[src/rtl/clint_bus_slave.sv]
// Core-local interruptor (msip, mtime, mtimecmp) answering the crossbar's clint port.
// Optional rtc_tick prescaler enabled by defining CLINT_PRESCALE_EN.
module clint_bus_slave #(
  parameter logic [63:0] BASE_ADDR = 64'h0000_0000_0200_0000,
  parameter int unsigned PRESCALE  = 4
) (
  input  logic        CLK,
  input  logic        RST,
  input  logic        clint_mstReq_valid,
  output logic        clint_mstReq_ready,
  input  logic [63:0] clint_addr,
  input  logic [63:0] clint_data_w,
  input  logic [7:0]  clint_wstrb,
  input  logic        clint_wen,
  output logic [63:0] clint_data_r,
  output logic        clint_slvRsp_valid,
  input  logic        rtc_tick,
  output logic        isRTimerInterrupt,
  output logic        isSoftwvInterrupt
);

  typedef enum logic [0:0] {
    ST_IDLE = 1'b0,
    ST_RSP  = 1'b1
  } state_e;

  localparam logic [12:0] IDX_MSIP     = 13'h0000;
  localparam logic [12:0] IDX_MTIMECMP = 13'h0800;
  localparam logic [12:0] IDX_MTIME    = 13'h17FF;

  function automatic logic [63:0] merge_bytes(input logic [63:0] old_v,
                                              input logic [63:0] new_v,
                                              input logic [7:0]  strb);
    logic [63:0] res;
    res = old_v;
    for (int i = 0; i < 8; i++) begin
      if (strb[i]) begin
        res[i*8 +: 8] = new_v[i*8 +: 8];
      end else begin
        res[i*8 +: 8] = old_v[i*8 +: 8];
      end
    end
    return res;
  endfunction

  state_e      state_q;
  logic        ready_q, rsp_q, mtip_q, msip_irq_q, msip_q, msip_d;
  logic [63:0] data_r_q, mtime_q, mtime_d, mtimecmp_q, mtimecmp_d;

  logic [63:0] offset_s, rdata_s, mtime_inc_s;
  logic [12:0] idx_s;
  logic        in_range_s, accept_s, wr_s, wr_mtime_s, tick_en_s;

  // Address decode relative to the region base; below-base addresses wrap to a huge offset.
  always_comb begin
    offset_s   = clint_addr - BASE_ADDR;
    in_range_s = (offset_s[63:16] == 48'd0);
    idx_s      = offset_s[15:3];
    accept_s   = clint_mstReq_valid && (state_q == ST_IDLE);
    wr_s       = accept_s && clint_wen && in_range_s;
    wr_mtime_s = wr_s && (idx_s == IDX_MTIME);
  end

`ifdef CLINT_PRESCALE_EN
  localparam int unsigned PW = (PRESCALE > 1) ? $clog2(PRESCALE) : 1;
  logic [PW-1:0] pcnt_q;

  assign tick_en_s = rtc_tick && (pcnt_q == PW'(PRESCALE - 1));

  // Prescale counter; a bus write to mtime restarts the divide period.
  always_ff @(posedge CLK) begin
    if (RST || wr_mtime_s) begin
      pcnt_q <= '0;
    end else if (rtc_tick) begin
      pcnt_q <= tick_en_s ? '0 : pcnt_q + 1'b1;
    end else begin
      pcnt_q <= pcnt_q;
    end
  end
`else
  assign tick_en_s = rtc_tick;
`endif

  // Read mux, sampled at the acceptance edge so mtime is the pre-increment value.
  always_comb begin
    rdata_s = 64'd0;
    if (in_range_s) begin
      case (idx_s)
        IDX_MSIP:     rdata_s = {63'd0, msip_q};
        IDX_MTIMECMP: rdata_s = mtimecmp_q;
        IDX_MTIME:    rdata_s = mtime_q;
        default:      rdata_s = 64'd0;
      endcase
    end else begin
      rdata_s = 64'd0;
    end
  end

  // Register next-state: written mtime lanes override the incremented value.
  always_comb begin
    mtime_inc_s = mtime_q + {63'd0, tick_en_s};
    msip_d      = msip_q;
    mtimecmp_d  = mtimecmp_q;
    mtime_d     = mtime_inc_s;
    if (wr_s) begin
      case (idx_s)
        IDX_MSIP:     msip_d = clint_wstrb[0] ? clint_data_w[0] : msip_q;
        IDX_MTIMECMP: mtimecmp_d = merge_bytes(mtimecmp_q, clint_data_w, clint_wstrb);
        IDX_MTIME:    mtime_d = merge_bytes(mtime_inc_s, clint_data_w, clint_wstrb);
        default:      msip_d = msip_q;
      endcase
    end else begin
      msip_d = msip_q;
    end
  end

  // Handshake FSM, register file and registered interrupt lines.
  always_ff @(posedge CLK) begin
    if (RST) begin
      state_q    <= ST_IDLE;
      ready_q    <= 1'b1;
      rsp_q      <= 1'b0;
      data_r_q   <= 64'd0;
      msip_q     <= 1'b0;
      mtime_q    <= 64'd0;
      mtimecmp_q <= 64'hFFFF_FFFF_FFFF_FFFF;
      mtip_q     <= 1'b0;
      msip_irq_q <= 1'b0;
    end else begin
      case (state_q)
        ST_IDLE: begin
          if (accept_s) begin
            state_q  <= ST_RSP;
            ready_q  <= 1'b0;
            rsp_q    <= 1'b1;
            data_r_q <= clint_wen ? 64'd0 : rdata_s;
          end else begin
            state_q  <= ST_IDLE;
            ready_q  <= 1'b1;
            rsp_q    <= 1'b0;
          end
        end
        ST_RSP: begin
          state_q <= ST_IDLE;
          ready_q <= 1'b1;
          rsp_q   <= 1'b0;
        end
        default: begin
          state_q <= ST_IDLE;
          ready_q <= 1'b1;
          rsp_q   <= 1'b0;
        end
      endcase
      msip_q     <= msip_d;
      mtime_q    <= mtime_d;
      mtimecmp_q <= mtimecmp_d;
      mtip_q     <= (mtime_q >= mtimecmp_q);
      msip_irq_q <= msip_q;
    end
  end

  assign clint_mstReq_ready = ready_q;
  assign clint_slvRsp_valid = rsp_q;
  assign clint_data_r       = data_r_q;
  assign isRTimerInterrupt  = mtip_q;
  assign isSoftwvInterrupt  = msip_irq_q;

endmodule

[config.mk]
export PLATFORM = sky130hd
export DESIGN_NAME = clint_bus_slave
export DESIGN_NICKNAME = d
export VERILOG_FILES = /design/src/rtl/clint_bus_slave.sv
export SDC_FILE = /design/constraint.sdc
export NUM_CORES = 1
export LEC_CHECK = 0
export ABC_AREA = 0
export BUFFER_PORTS_ARGS = -buffer_cell sky130_fd_sc_hd__buf_2
export CAP_MARGIN = 25
export CORE_AREA = 2 2 164 166
export DETAILED_ROUTE_END_ITERATION = 8
export DIE_AREA = 0 0 166 168
export HOLD_SLACK_MARGIN = 0.1
export PLACE_DENSITY = 0.78
export RECOVER_POWER = 50
export SYNTH_ARGS = -nofsm -noshare
export SYNTH_HDL_FRONTEND = slang
export SYNTH_SLANG_ARGS = --single-unit
[constraint.sdc]
create_clock -name CLK -period 2.5 [get_ports CLK]
set_input_delay 0 -clock CLK [delete_from_list [all_inputs] [get_ports CLK]]
set_output_delay 0 -clock CLK [all_outputs]
set_load 0.05 [all_outputs]
==> reports/qor.txt <==
Status: finished, final reports clean
Crit-path most repeated cell: nand4_1
Dpl ws: -0.320 ns
First-pass GRT wire length: 55700 um
Chip Height: 168 um
Antenna violations before repair: 5
Ys Warns: 0
Starting Density: 43.9%
Synth unique cells: 64
Multi-input gate area: 7180 um2
Global Route Usage Sum: 24.4%
Largest net degree at the start of global routing: 103
Final period util: 97.6%
Most frequent cells in the layout: 207 x nor2_1, 196 x dfxtp_1, 135 x buf_2
PortBufs: 205
Max stage delay cell, worst path: or3_4
FMAX: 410 MHz
DR WL/cell: 16.5 um
Leading cell type in the layout, fill and taps excluded: nor2_1
I/O pins: 209
Async SR Flop Fraction: 0%
Mapped cell area: 11600 um2
Post-placement cell count: 1998
Tightest Hold Check Type: input pin to register
P&R area growth vs syn: 30.9%
Sequential fraction of the synthesis area: 34.1%
Max Cap Viol: 0
CP cell instances: inv_1 -> ha_1 -> nand4_1 -> nor3_4 -> nand4_1 -> or3_4 -> a31oi_4 -> buf_4 -> nor3_2 -> o22ai_1
Root Buffer: clkbuf_16
EDFF count, synth: 0
Power, Total: 6.37 mW
Reg area: 3950 um2
Antenna-violating nets left: 0
VDD IR-drop max: 0.000376 V
# fillers: 2325
DR vias: 11500
CP bufs+invs: 2
Pwr dens: 421 nW/um2
PnR worst setup slack: 0.0609 ns
Final setup viols: 0
Worst-margin pin slew: 1.06 ns
Core Util, Final: 57.5%
CP delay by family, top: simple AND/OR/NAND/NOR gates
Slew Limit Headroom: 29.1%
Hpwl dp: 25500 um
Skew final: 0.0168 ns
Maximum clock path buffer count: 2
Syn Nets: 1612
Layout cell share with drive strength beyond 1: 21.8%
NumNets Final: 1959
Flops & latches, synth: 197
CTS buffer count: 17
Htree depth: 4
Placer congestion estimate: 0.902
Congestion Overflow GR: 0
Die area: 27900 um2
TritonCTS clock tree: done
Chip width: 166 um
Final Hold Viols: 0
Main synth FF type: dfxtp_1
Post-Syn Instances: 1404
Vias per cell: 5.45
Critical path class: register to register
Crit path max fanout: 2
Clock transition at path regs: 0.08 ns
Final min period: 2.44 ns
Startpoint types: register
Leak pwr: 7.37 nW
Data arrival, critical path: 2.81 ns
Avg Inst Size Synth: 8.24 um2
Final cell count without fillers: 2109
CP Capture Type: register
DRC Markers: 0
Clock latency on the worst-skew pair: 0.45 ns
Row cnt: 60
Clock sinks: 197
DR iter-0 viols: 820
Slew Viols, Final: 0
Critical Path Max Stage Delay: 0.42 ns
Core region area: 26400 um2
WP data required: 2.87 ns
RSZ-0062 raised after global routing: no
DRT Pass-1 Iters: 6
Via count of the first global-routing pass: 11300
Routed wire length: 34900 um
-- power by group --
group / total [mW] / internal (mW) / switching [mW]
clock: 2.69 / 1.33 / 1.37
combinational: 0.535 / 0.255 / 0.280
sequential: 3.15 / 3.14 / 0.00536
total: 6.37 / 4.72 / 1.65
-- sequential cells by signal, indices dropped and copies added, names as in the netlist --
signal,cells
clint_data_r,64
msip_q,1
mtimecmp_q,64
clint_slvRsp_valid,1
mtime_q,64
isSoftwvInterrupt,1
isRTimerInterrupt,1
clint_mstReq_ready,1
-- final cells by class --
type,count,area share [%]
Sequential cell,197,26.0
Multi-Input combinational cell,1048,47.4
Clock buffer,18,2.83
Tap cell,341,2.82
Antenna cell,4,0.0661
Clock inverter,14,0.917
Inverter,90,2.23
Timing Repair Buffer,397,17.7
-- per-stage QoR --
step                      area (um2)  hold WS [ns]  setup TNS, ns
after CTS                      15200         0.159        -0.0131
final                          15200         0.166              0
after global routing           15100         0.171              0
after detailed placement       13800         0.269         -35.81
after global placement         13800         0.259         -28.50
after floorplan                11600         0.136        -0.0360
-- synth_stat cells (3+ instances only) --
cell      instances  area, um2
nor2_1          208        781
dfxtp_1         197       3940
nand2_1          94        353
inv_1            90        338
mux2i_1          68        681
ha_1             67        838
a22oi_1          64        480
clkbuf_1         60        225
o21ai_0          56        280
nor2b_1          55        344
mux2_2           50        563
nand4_1          39        244
nand3_1          36        180
o21ai_1          34        170
xor2_1           32        280
nor3_1           28        140
a21oi_1          27        135
and3_1           26        163
xnor2_1          23        201
nor4_1           22        138
a211oi_1         13       97.6
a31oi_1          12       75.1
nand2b_1         12       75.1
or3_1            12       75.1
a21o_1           11       82.6
nand4_2           8        100
nand4_4           5        106
and2_1            4       25.0
o31ai_1           4       30.0
or4_1             4       30.0
a211o_1           3       26.3
buf_2             3       15.0
-- repair_timing --
action,CTS,global route
resized for setup,5,23
pin swaps,1,6
hold buffers,74,0
endpoints found under the setup margin,6,36
endpoints found under the hold margin,132,0
buffers inserted,1,0
-- final timing paths --
path	startpoint	cells after the start	slack, ns	to
setup / recovery	mtimecmp_q[44]	10	0.06	isRTimerInterrupt
hold / removal	clint_wstrb[2]	5	0.17	mtime_q[18]
hold reg to reg	clint_data_r[6]	2	0.45	clint_data_r[6]
setup reg to reg	mtimecmp_q[44]	10	0.06	isRTimerInterrupt
-- metal layers --
metal	global-route usage [%]	vias to the layer above	routed length, um
met5	0	-	13
met2	42.2	377	17100
met1	29.7	5400	14700
li1	-	5627	-
met3	4.51	83	1900
met4	11.0	2	1180
-- worst register-to-register path, cell delays in order, from the launching register on --
cell,delay (ns)
dfxtp_1,0.35
inv_1,0.06
ha_1,0.29
nand4_1,0.19
nor3_4,0.30
nand4_1,0.26
or3_4,0.42
a31oi_4,0.19
buf_4,0.15
nor3_2,0.04
o22ai_1,0.13
-- cells by family (layout without fill, tap and decap cells) --
kind of cell	Yosys count	count (layout)	share of synthesized area, %
AND/OR/NAND/NOR	570	570	25.2
AO/OA/AOI/OAI	238	238	13.1
flip-flops	197	197	34.1
buffers and inverters	159	519	5.42
multiplexers	118	118	10.7
adder cells (fa/ha/maj)	67	67	7.24
XOR/XNOR	55	55	4.16
other	0	4	0
(Power assumes the default switching activity.)
